$ cat config.mk
export PLATFORM = sky130hd
export DESIGN_NAME = control_sequencer
export DESIGN_NICKNAME = d
export VERILOG_FILES = /design/src/rtl/cpu_ctrl_pkg.sv /design/src/rtl/ctrl_step_decode.sv /design/src/rtl/control_sequencer.sv
export SDC_FILE = /design/constraint.sdc
export NUM_CORES = 1
export LEC_CHECK = 0
export ABC_AREA = 1
export BUFFER_PORTS_ARGS = -buffer_cell sky130_fd_sc_hd__buf_2
export CAP_MARGIN = 20
export CORE_MARGIN = 5
export CORE_UTILIZATION = 47
export CTS_BUF_LIST = sky130_fd_sc_hd__clkbuf_2 sky130_fd_sc_hd__clkbuf_4 sky130_fd_sc_hd__clkbuf_8
export DETAILED_ROUTE_END_ITERATION = 6
export HOLD_SLACK_MARGIN = 0.15
export PLACE_DENSITY = 0.84
export SYNTH_ARGS = -nofsm -noshare
export SYNTH_HDL_FRONTEND = slang
export SYNTH_SLANG_ARGS = --single-unit
$ cat constraint.sdc
create_clock -name clock -period 3 [get_ports clock]
set_input_delay 0.6 -clock clock [delete_from_list [all_inputs] [get_ports clock]]
set_output_delay 0.6 -clock clock [all_outputs]
set_load 0.05 [all_outputs]
$ cat src/rtl/cpu_ctrl_pkg.sv
// -----------------------------------------------------------------------------
// cpu_ctrl_pkg
// Shared definitions for the CPU control sequencer and the bus encoder:
//   - 5-bit opcode constants (ir[31:27])
//   - ALU opcode encodings driven on alu_op
//   - control-step state enum (IDLE, T0..T7, HALT)
//   - opcode class enum and helpers used by the sequencer and step decoder
//   - bus-source bit indices 0..23 (one-hot bus_src order / mux select value)
// -----------------------------------------------------------------------------
package cpu_ctrl_pkg;

  // Opcodes (ir[31:27]). Any value not listed here executes as a nop.
  localparam logic [4:0] OP_LD   = 5'd0;
  localparam logic [4:0] OP_ST   = 5'd2;
  localparam logic [4:0] OP_ADD  = 5'd3;
  localparam logic [4:0] OP_SUB  = 5'd4;
  localparam logic [4:0] OP_AND  = 5'd5;
  localparam logic [4:0] OP_OR   = 5'd6;
  localparam logic [4:0] OP_ROR  = 5'd7;
  localparam logic [4:0] OP_ROL  = 5'd8;
  localparam logic [4:0] OP_SHR  = 5'd9;
  localparam logic [4:0] OP_SHL  = 5'd11;
  localparam logic [4:0] OP_ADDI = 5'd12;
  localparam logic [4:0] OP_ANDI = 5'd13;
  localparam logic [4:0] OP_ORI  = 5'd14;
  localparam logic [4:0] OP_MUL  = 5'd15;
  localparam logic [4:0] OP_DIV  = 5'd16;
  localparam logic [4:0] OP_NOP  = 5'd25;
  localparam logic [4:0] OP_HALT = 5'd26;

  // ALU operation encodings.
  typedef enum logic [4:0] {
    ALU_NONE = 5'd0,
    ALU_ADD  = 5'd1,
    ALU_SUB  = 5'd2,
    ALU_AND  = 5'd3,
    ALU_OR   = 5'd4,
    ALU_SHL  = 5'd5,
    ALU_SHR  = 5'd6,
    ALU_ROR  = 5'd7,
    ALU_ROL  = 5'd8,
    ALU_MUL  = 5'd9,
    ALU_DIV  = 5'd10
  } aluOpT;

  // Control steps. T0..T7 are consecutive so the sequencer can advance by +1.
  typedef enum logic [3:0] {
    S_IDLE = 4'd0,
    S_T0   = 4'd1,
    S_T1   = 4'd2,
    S_T2   = 4'd3,
    S_T3   = 4'd4,
    S_T4   = 4'd5,
    S_T5   = 4'd6,
    S_T6   = 4'd7,
    S_T7   = 4'd8,
    S_HALT = 4'd9
  } stateT;

  // Opcode classes: instructions in a class share the same step sequence.
  typedef enum logic [2:0] {
    CLS_NOP    = 3'd0,
    CLS_RTYPE  = 3'd1,
    CLS_IMM    = 3'd2,
    CLS_LD     = 3'd3,
    CLS_ST     = 3'd4,
    CLS_MULDIV = 3'd5,
    CLS_HALT   = 3'd6
  } opClassT;

  // Bus source indices (bit position in bus_src, also the encoded mux select).
  localparam int         BUS_W      = 24;
  localparam logic [4:0] BUS_HI     = 5'd16;
  localparam logic [4:0] BUS_LO     = 5'd17;
  localparam logic [4:0] BUS_ZHIGH  = 5'd18;
  localparam logic [4:0] BUS_ZLOW   = 5'd19;
  localparam logic [4:0] BUS_PC     = 5'd20;
  localparam logic [4:0] BUS_MDR    = 5'd21;
  localparam logic [4:0] BUS_INPORT = 5'd22;
  localparam logic [4:0] BUS_CSIGN  = 5'd23;

  function automatic opClassT opClass(input logic [4:0] op);
    opClassT cls;
    case (op)
      OP_ADD, OP_SUB, OP_AND, OP_OR,
      OP_SHL, OP_SHR, OP_ROR, OP_ROL:  cls = CLS_RTYPE;
      OP_ADDI, OP_ANDI, OP_ORI:        cls = CLS_IMM;
      OP_LD:                           cls = CLS_LD;
      OP_ST:                           cls = CLS_ST;
      OP_MUL, OP_DIV:                  cls = CLS_MULDIV;
      OP_HALT:                         cls = CLS_HALT;
      default:                         cls = CLS_NOP;
    endcase
    return cls;
  endfunction

  // ALU operation used in T4. ld/st reuse ADD for the effective address.
  function automatic aluOpT aluFor(input logic [4:0] op);
    aluOpT alu;
    case (op)
      OP_ADD, OP_ADDI, OP_LD, OP_ST: alu = ALU_ADD;
      OP_SUB:                        alu = ALU_SUB;
      OP_AND, OP_ANDI:               alu = ALU_AND;
      OP_OR, OP_ORI:                 alu = ALU_OR;
      OP_SHL:                        alu = ALU_SHL;
      OP_SHR:                        alu = ALU_SHR;
      OP_ROR:                        alu = ALU_ROR;
      OP_ROL:                        alu = ALU_ROL;
      OP_MUL:                        alu = ALU_MUL;
      OP_DIV:                        alu = ALU_DIV;
      default:                       alu = ALU_NONE;
    endcase
    return alu;
  endfunction

endpackage

$ cat src/rtl/ctrl_step_decode.sv
// -----------------------------------------------------------------------------
// ctrl_step_decode
// Purely combinational step decoder: maps the current control step and the
// instruction fields to every datapath control output (Moore outputs of the
// sequencer). All outputs are 0 in IDLE and in any step an instruction does not
// use; in HALT only halted is set.
// Ports:
//   state          in   current control step
//   op, ra, rb, rc in   instruction fields
//   bus_src        out  one-hot bus source (at most one bit set)
//   rf_in          out  one-hot register-file load enable
//   pc_in .. lo_in out  register load enables
//   inc_pc         out  ALU computes PC+1 into Z
//   alu_op         out  ALU operation
//   mem_read/write out  memory strobes
//   halted         out  in HALT
// -----------------------------------------------------------------------------
module ctrl_step_decode
  import cpu_ctrl_pkg::*;
(
  input  stateT       state,
  input  logic [4:0]  op,
  input  logic [3:0]  ra,
  input  logic [3:0]  rb,
  input  logic [3:0]  rc,
  output logic [23:0] bus_src,
  output logic [15:0] rf_in,
  output logic        pc_in,
  output logic        ir_in,
  output logic        mar_in,
  output logic        mdr_in,
  output logic        y_in,
  output logic        z_in,
  output logic        hi_in,
  output logic        lo_in,
  output logic        inc_pc,
  output logic [4:0]  alu_op,
  output logic        mem_read,
  output logic        mem_write,
  output logic        halted
);

  opClassT    cls;
  // The bus source and register load are kept as (enable, index) pairs and
  // expanded to one-hot below, so more than one bit can never be set.
  logic       busEn;
  logic [4:0] busSel;
  logic       rfEn;
  logic [3:0] rfSel;

  assign cls = opClass(op);

  always_comb begin
    busEn     = 1'b0;
    busSel    = 5'd0;
    rfEn      = 1'b0;
    rfSel     = 4'd0;
    pc_in     = 1'b0;
    ir_in     = 1'b0;
    mar_in    = 1'b0;
    mdr_in    = 1'b0;
    y_in      = 1'b0;
    z_in      = 1'b0;
    hi_in     = 1'b0;
    lo_in     = 1'b0;
    inc_pc    = 1'b0;
    alu_op    = ALU_NONE;
    mem_read  = 1'b0;
    mem_write = 1'b0;
    halted    = 1'b0;

    case (state)
      S_T0: begin
        busEn  = 1'b1;
        busSel = BUS_PC;
        mar_in = 1'b1;
        inc_pc = 1'b1;
        z_in   = 1'b1;
      end
      S_T1: begin
        busEn    = 1'b1;
        busSel   = BUS_ZLOW;
        pc_in    = 1'b1;
        mem_read = 1'b1;
        mdr_in   = 1'b1;
      end
      S_T2: begin
        busEn  = 1'b1;
        busSel = BUS_MDR;
        ir_in  = 1'b1;
      end
      S_T3: begin
        case (cls)
          CLS_RTYPE, CLS_IMM: begin
            busEn  = 1'b1;
            busSel = {1'b0, rb};
            y_in   = 1'b1;
          end
          CLS_LD, CLS_ST: begin
            // R0 as base register means "no base": nothing drives the bus
            // and it reads 0, so the address is just the constant.
            busEn  = (rb != 4'd0);
            busSel = {1'b0, rb};
            y_in   = 1'b1;
          end
          CLS_MULDIV: begin
            busEn  = 1'b1;
            busSel = {1'b0, ra};
            y_in   = 1'b1;
          end
          default: ;
        endcase
      end
      S_T4: begin
        case (cls)
          CLS_RTYPE: begin
            busEn  = 1'b1;
            busSel = {1'b0, rc};
            alu_op = aluFor(op);
            z_in   = 1'b1;
          end
          CLS_IMM, CLS_LD, CLS_ST: begin
            busEn  = 1'b1;
            busSel = BUS_CSIGN;
            alu_op = aluFor(op);
            z_in   = 1'b1;
          end
          CLS_MULDIV: begin
            busEn  = 1'b1;
            busSel = {1'b0, rb};
            alu_op = aluFor(op);
            z_in   = 1'b1;
          end
          default: ;
        endcase
      end
      S_T5: begin
        case (cls)
          CLS_RTYPE, CLS_IMM: begin
            busEn  = 1'b1;
            busSel = BUS_ZLOW;
            rfEn   = 1'b1;
            rfSel  = ra;
          end
          CLS_LD, CLS_ST: begin
            busEn  = 1'b1;
            busSel = BUS_ZLOW;
            mar_in = 1'b1;
          end
          CLS_MULDIV: begin
            busEn  = 1'b1;
            busSel = BUS_ZLOW;
            lo_in  = 1'b1;
          end
          default: ;
        endcase
      end
      S_T6: begin
        case (cls)
          CLS_LD: begin
            mem_read = 1'b1;
            mdr_in   = 1'b1;
          end
          CLS_ST: begin
            busEn  = 1'b1;
            busSel = {1'b0, ra};
            mdr_in = 1'b1;
          end
          CLS_MULDIV: begin
            busEn  = 1'b1;
            busSel = BUS_ZHIGH;
            hi_in  = 1'b1;
          end
          default: ;
        endcase
      end
      S_T7: begin
        case (cls)
          CLS_LD: begin
            busEn  = 1'b1;
            busSel = BUS_MDR;
            rfEn   = 1'b1;
            rfSel  = ra;
          end
          CLS_ST: begin
            mem_write = 1'b1;
          end
          default: ;
        endcase
      end
      S_HALT: begin
        halted = 1'b1;
      end
      default: ;
    endcase
  end

  genvar gi;
  generate
    for (gi = 0; gi < BUS_W; gi++) begin : gBusSrc
      assign bus_src[gi] = busEn && (busSel == 5'(gi));
    end
    for (gi = 0; gi < 16; gi++) begin : gRfIn
      assign rf_in[gi] = rfEn && (rfSel == 4'(gi));
    end
  endgenerate

endmodule

$ cat src/rtl/control_sequencer.sv
// -----------------------------------------------------------------------------
// control_sequencer
// Multi-cycle control unit for the CPU's shared 32-bit internal bus. Holds the
// control-step register (IDLE, T0..T7, HALT), the optional memory wait counter
// and the sticky mem_err flag; all datapath controls come from
// ctrl_step_decode as Moore outputs of (state, ir).
//
// Build option: SEQ_MEM_WAIT_EN
//   defined   - memory steps (fetch T1, ld T6, st T7) repeat until mem_ready;
//               after MEM_WAIT_MAX repeats mem_err is set and the unit halts.
//   undefined - every memory step takes one cycle, mem_ready is ignored and
//               mem_err is tied to 0.
//
// Ports:
//   clock      in   rising-edge clock
//   clear      in   synchronous active-low reset (forces IDLE, clears mem_err)
//   run        in   1 = fetch/execute; sampled only at instruction boundaries
//   ir         in   instruction: op=[31:27] ra=[26:23] rb=[22:19] rc=[18:15]
//   mem_ready  in   memory completes this cycle
//   bus_src    out  one-hot bus source
//   rf_in      out  one-hot register-file load
//   pc_in .. lo_in, inc_pc, alu_op, mem_read, mem_write  out  datapath controls
//   halted     out  in HALT
//   mem_err    out  sticky memory wait timeout
//
// The T2 exit decision (nop / halt / continue) uses the op on ir during T2,
// so the datapath must present the instruction being loaded on ir by then.
// -----------------------------------------------------------------------------
module control_sequencer
  import cpu_ctrl_pkg::*;
#(
  parameter int MEM_WAIT_MAX = 15
) (
  input  logic        clock,
  input  logic        clear,
  input  logic        run,
  input  logic [31:0] ir,
  input  logic        mem_ready,
  output logic [23:0] bus_src,
  output logic [15:0] rf_in,
  output logic        pc_in,
  output logic        ir_in,
  output logic        mar_in,
  output logic        mdr_in,
  output logic        y_in,
  output logic        z_in,
  output logic        hi_in,
  output logic        lo_in,
  output logic        inc_pc,
  output logic [4:0]  alu_op,
  output logic        mem_read,
  output logic        mem_write,
  output logic        halted,
  output logic        mem_err
);

  stateT      stateReg;
  stateT      stateNext;
  opClassT    cls;
  logic [4:0] op;
  logic [3:0] ra;
  logic [3:0] rb;
  logic [3:0] rc;
  logic       memStep;
  logic       lastStep;
  logic       stepDone;
  logic       waitTimeout;
  logic [14:0] unusedIrLow;

  assign op  = ir[31:27];
  assign ra  = ir[26:23];
  assign rb  = ir[22:19];
  assign rc  = ir[18:15];
  assign cls = opClass(op);
  // Constant / address bits feed the datapath's C_sign_extended path directly.
  assign unusedIrLow = ir[14:0];

  assign memStep = (stateReg == S_T1) ||
                   (stateReg == S_T6 && cls == CLS_LD) ||
                   (stateReg == S_T7 && cls == CLS_ST);

  // T7 always ends an instruction, so a changing ir can never walk the step
  // counter past T7 into the HALT encoding.
  assign lastStep = (stateReg == S_T2 && cls == CLS_NOP) ||
                    (stateReg == S_T5 && (cls == CLS_RTYPE || cls == CLS_IMM)) ||
                    (stateReg == S_T6 && cls == CLS_MULDIV) ||
                    (stateReg == S_T7);

`ifdef SEQ_MEM_WAIT_EN
  localparam int WAIT_W = (MEM_WAIT_MAX < 1) ? 1 : $clog2(MEM_WAIT_MAX + 1);

  logic [WAIT_W-1:0] waitCountReg;
  logic [WAIT_W-1:0] waitCountNext;
  logic              memErrReg;

  // waitCountReg = number of repeats already spent in the current memory step.
  assign stepDone    = !memStep || mem_ready;
  assign waitTimeout = memStep && !mem_ready &&
                       (waitCountReg == WAIT_W'(MEM_WAIT_MAX));

  always_comb begin
    waitCountNext = '0;
    if (memStep && !mem_ready) begin
      waitCountNext = waitCountReg + 1'b1;
    end
  end

  always_ff @(posedge clock) begin
    if (!clear) begin
      waitCountReg <= '0;
      memErrReg    <= 1'b0;
    end else begin
      waitCountReg <= waitCountNext;
      if (waitTimeout) begin
        memErrReg <= 1'b1;
      end
    end
  end

  assign mem_err = memErrReg;
`else
  logic unusedWait;

  assign stepDone    = 1'b1;
  assign waitTimeout = 1'b0;
  assign mem_err     = 1'b0;
  assign unusedWait  = mem_ready | (MEM_WAIT_MAX == 0);
`endif

  always_ff @(posedge clock) begin
    if (!clear) begin
      stateReg <= S_IDLE;
    end else begin
      stateReg <= stateNext;
    end
  end

  always_comb begin
    stateNext = stateReg;
    case (stateReg)
      S_IDLE: begin
        if (run) begin
          stateNext = S_T0;
        end
      end
      S_HALT: begin
        stateNext = S_HALT;
      end
      default: begin
        if (waitTimeout) begin
          stateNext = S_HALT;
        end else if (stepDone) begin
          if (stateReg == S_T2 && cls == CLS_HALT) begin
            stateNext = S_HALT;
          end else if (lastStep) begin
            stateNext = run ? S_T0 : S_IDLE;
          end else begin
            stateNext = stateT'(stateReg + 4'd1);
          end
        end
      end
    endcase
  end

  ctrl_step_decode uDecode (
    .state     (stateReg),
    .op        (op),
    .ra        (ra),
    .rb        (rb),
    .rc        (rc),
    .bus_src   (bus_src),
    .rf_in     (rf_in),
    .pc_in     (pc_in),
    .ir_in     (ir_in),
    .mar_in    (mar_in),
    .mdr_in    (mdr_in),
    .y_in      (y_in),
    .z_in      (z_in),
    .hi_in     (hi_in),
    .lo_in     (lo_in),
    .inc_pc    (inc_pc),
    .alu_op    (alu_op),
    .mem_read  (mem_read),
    .mem_write (mem_write),
    .halted    (halted)
  );

endmodule

==> reports/results.txt, run 1 <==
TritonCTS Sinks - 4
post-detailed-placement half-perimeter wirelength - 4.65 mm
post-synth cell types - 37
Netlist Area Pre-Place - 1710 um^2
Fail Step - 5_1_grt
Worst endpoint type - primary output
mean post-synth cell area - 5.62 um^2
hold_buf cts - 0
stop err - [ERROR DPL-0038] Utilization greater than 100%, impossible to legalize
largest net degree at the start of global routing - 9
Synth area leader - nand2_1
Syn Inst Count - 305
dominant cells by area after synthesis - nand2_1 14%, nor2_1 14%, inv_1 7.7%
H-tree Lvls - 1
starting density of the core - 0.475
top cell type's share of synthesized area - 0.145
yosys warns - 0
outcome - aborted with a tool error
Final Wtd Congestion - 0.930
Boundary Pins - 94
TritonCTS Buffers - 3
die height - 70.4 um
# rows - 22
GRT repair_timing worst endpoint - bus_src[3]
Die Wd - 70.4 um
Root Driver - clkbuf_8
Yosys reg bits - 4
I/O Buffers - 73
sequential-to-total area share from yosys stat - 0.0467
Placed Cells - 457
clk buf depth - 2
[synth_stat cells (all sizes together)]
cell and count:
o311ai 1, nand4 1, nor4 1, or4 1, a2111oi 1, nand3b 1, o211ai 1, o21ai 10
a21boi 1, a211oi 1, conb 1, xor2 2, nor2 82, buf 6, dfxtp 4, nand3 32
a31oi 2, nand2 82, a21oi 11, inv 48, nor3 6, ha 10
[per-stage QoR]
| step | util | cell area (um^2) | setup slack [ns] | TNS [ns] |
|---|---|---|---|---|
| after CTS | 0.960 | 3460 | -0.187 | -3.87 |
| after detailed placement | 0.734 | 2650 | -0.431 | -12.96 |
| after global placement | 0.734 | 2650 | -0.342 | -10.09 |
| after floorplan | - | 2000 | -0.367 | -2.03 |
[cells by family after synthesis]
group	Yosys count	share of synthesized area
xor+xnor	2	0.0102
simple gates	206	0.622
buf+inv	54	0.133
other cells	1	0.00219
flops	4	0.0468
compound gates	28	0.113
fa+ha+maj	10	0.0730
[what timing repair did]
item | CTS
pin swaps | 46
setup endpoints to repair | 43
buffers inserted | 21
resized for setup | 163
gates cloned | 1
==> run 2, diff against run 1 <==
- CORE_UTILIZATION: 47 -> 40
- CTS_BUF_LIST: sky130_fd_sc_hd__clkbuf_2 sky130_fd_sc_hd__clkbuf_4 sky130_fd_sc_hd__clkbuf_8 -> not set
- HOLD_SLACK_MARGIN: 0.15 -> not set
- PLACE_DENSITY: 0.84 -> not set
- PLACE_DENSITY_LB_ADDON: not set -> 0.15
==> reports/results.txt, run 2 <==
clk buf depth - 2
Starting DRT DRC Count - 484
mean post-synth cell area - 5.62 um^2
biggest regs - stateReg (4)
Top reg by flops - stateReg
TritonCTS Sinks - 4
Hold Fails Final Rpt - 0
unrepaired setup endpoints after global routing - true
Synth area leader - nand2_1
leading cell type in the layout, fill and taps excluded - buf_4
Worst Path Required - 2.40 ns
post-detailed-placement half-perimeter wirelength - 4.64 mm
WL/cell - 25.8 um
most numerous cell in the Yosys netlist - nand2_1
die area - 5690 um^2
outcome - finished with violations
layout cell share with drive strength beyond 1 - 0.699
H-tree Lvls - 1
TritonCTS Buffers - 3
Routed Antenna Nets - 0
kind of critical path - reg -> out
Max-Cap Viols - 0
Final setup viols - 47
vias in the first global route - 2459
Max Freq - 281 MHz
Vias - 3174
Final Wtd Congestion - 0.862
CP top delay family - simple AND/OR/NAND/NOR gates
synth-to-layout area growth - 132%
worst rel slew slack - 0.544
crit path max fanout - 5
Buf+Inv Stages, Crit Path - 4
starting density of the core - 0.419
final wirelength - 12.7 mm
post-synth cell types - 37
ys flop type - dfxtp_1
CP Launch Type - flip-flop
dpl ws - -0.374 ns
max reg flops - 4
largest net degree at the start of global routing - 8
dominant cells by area after synthesis - nand2_1 14%, nor2_1 14%, inv_1 7.7%
clk slew on worst S/H paths - 0.03 ns
Design Area, Final - 3970 um^2
crit end category - output pin
via/cell ratio - 6.45
DRC viols - 0
I/O Buffers - 73
worst path arrival time - 2.96 ns
CP max stage delay - 0.41 ns
Placement Cell Area - 2730 um^2
Clk Latency, worst-skew pair - 0.22 ns
fin crit period - 3.56 ns
Leakage Power - 0.00180 uW
VDD IR max - 0.000492 V
Root Driver - clkbuf_8
total global-route track usage - 0.266
top cell type's share of synthesized area - 0.145
crit-path most repeated cell - nor2_2
sequential-to-total area share from yosys stat - 0.0467
Least-Margin Pin Slew - 0.681 ns
CTS tree - yes
Post-synth top cells - 66 x nand2_1, 64 x nor2_1, 35 x inv_1
most frequent cells in the layout - 52 x buf_4, 43 x nor2_4, 32 x nand2_1, 32 x buf_6, 30 x inv_1
Slew Limit Fails - 0
n_diodes - 0
Syn Inst Count - 305
CP Cell Sequence - ha_1 -> inv_1 -> nor2_1 -> nand3_1 -> nor2_2 -> nand2_1 -> nor2_2 -> nor2_2 -> nand2_2 -> a21oi_4 -> buf_12 -> nor2_4 -> inv_4 -> nor2_4 -> buf_8
hold_buf cts - 0
die height - 75.4 um
Hold Slack - 0.554 ns
first-pass GRT wire length - 11.8 mm
Worst Skew - 0.000857 ns
Boundary Pins - 94
failing checks - negative setup slack
Final #Nets - 490
# rows - 23
yosys warns - 0
Yosys reg bits - 4
power density over cell area - 274 nW/um^2
DRT Pass-1 Iters - 7
initial antenna violation count - 0
GRT overflow - 0
CP max-delay cell - dfxtp_1
core area - 4090 um^2
final setup margin - -0.562 ns
Die Wd - 75.4 um
HP Class - reg -> reg
Netlist Area Pre-Place - 1710 um^2
Tcrit/Tclk final - 1.19
EDFF count, synth - 0
ys async rst share - 0
[run 2: cell counts after synthesis]
Identical to the previous run, type by type.
[run 2: worst paths after layout]
| check | slack [ns] | start | depth (start not counted) | endpoint |
|---|---|---|---|---|
| max | -0.56 | stateReg[0]$_SDFFE_PN0P_ | 15 | bus_src[7] |
| max reg2reg | 0.50 | stateReg[0]$_SDFFE_PN0P_ | 12 | stateReg[0]$_SDFFE_PN0P_ |
| min | 0.55 | stateReg[1]$_SDFFE_PN0P_ | 2 | stateReg[1]$_SDFFE_PN0P_ |
| min reg2reg | 0.55 | stateReg[1]$_SDFFE_PN0P_ | 2 | stateReg[1]$_SDFFE_PN0P_ |
[run 2: cell type report]
type | count | area (um^2)
inverters | 48 | 228
clock buffers | 3 | 41.3
well taps | 50 | 62.6
flip-flops and latches | 4 | 80.1
fillers | 69 | 119
multi-input cells | 250 | 2220
repair buffers | 137 | 1330
[run 2: where the power goes]
group	switching [uW]	total, uW	internal [uW]
combinational	597	903	306
clock	33.9	120	86.1
sequential	6.78	64.9	58.1
total	637	1090	450
[run 2: what timing repair did]
action	CTS	global route
pin swaps	43	27
buffers inserted	12	9
setup endpoints to repair	42	45
resized for setup	173	105
[run 2: worst reg2reg max path, delay by kind of cell (launching register included)]
family | cells | cell delay [ns]
fa+ha+maj | 1 | 0.25
compound gates | 2 | 0.37
buf+inv | 3 | 0.45
simple gates | 6 | 0.91
flops | 1 | 0.41
[run 2: per-layer routing]
metal / vias up / routed length [um] / track usage
met3: 147 / 1530 / 0.0172
met5: - / 0 / 0
met1: 1426 / 4060 / 0.310
li1: 1230 / - / -
met4: 0 / 1260 / 0.124
met2: 371 / 5840 / 0.490
[run 2: cell families (layout without fill, tap and decap cells)]
family / count (synthesis) / in the layout / share of synthesized area
AND/OR/NAND/NOR: 206 / 206 / 0.622
flip-flops: 4 / 4 / 0.0468
XOR/XNOR: 2 / 2 / 0.0102
other: 1 / 4 / 0.00219
adder cells (fa/ha/maj): 10 / 10 / 0.0730
AO/OA/AOI/OAI: 28 / 28 / 0.113
buffers and inverters: 54 / 188 / 0.133
[run 2: per-stage QoR]
stage	cells	TNS, ns	total power (uW)	util
6_report	492	-14.90	1090	0.971
5_1_grt	492	-16.87	1110	0.971
4_1_cts	483	-4.03	880	0.846
3_5_place_dp	468	-12.25	628	0.668
3_3_place_gp	468	-10.54	622	0.668
2_1_floorplan	308	-2.03	480	-
No activity file was read; power rests on OpenSTA's default activity.
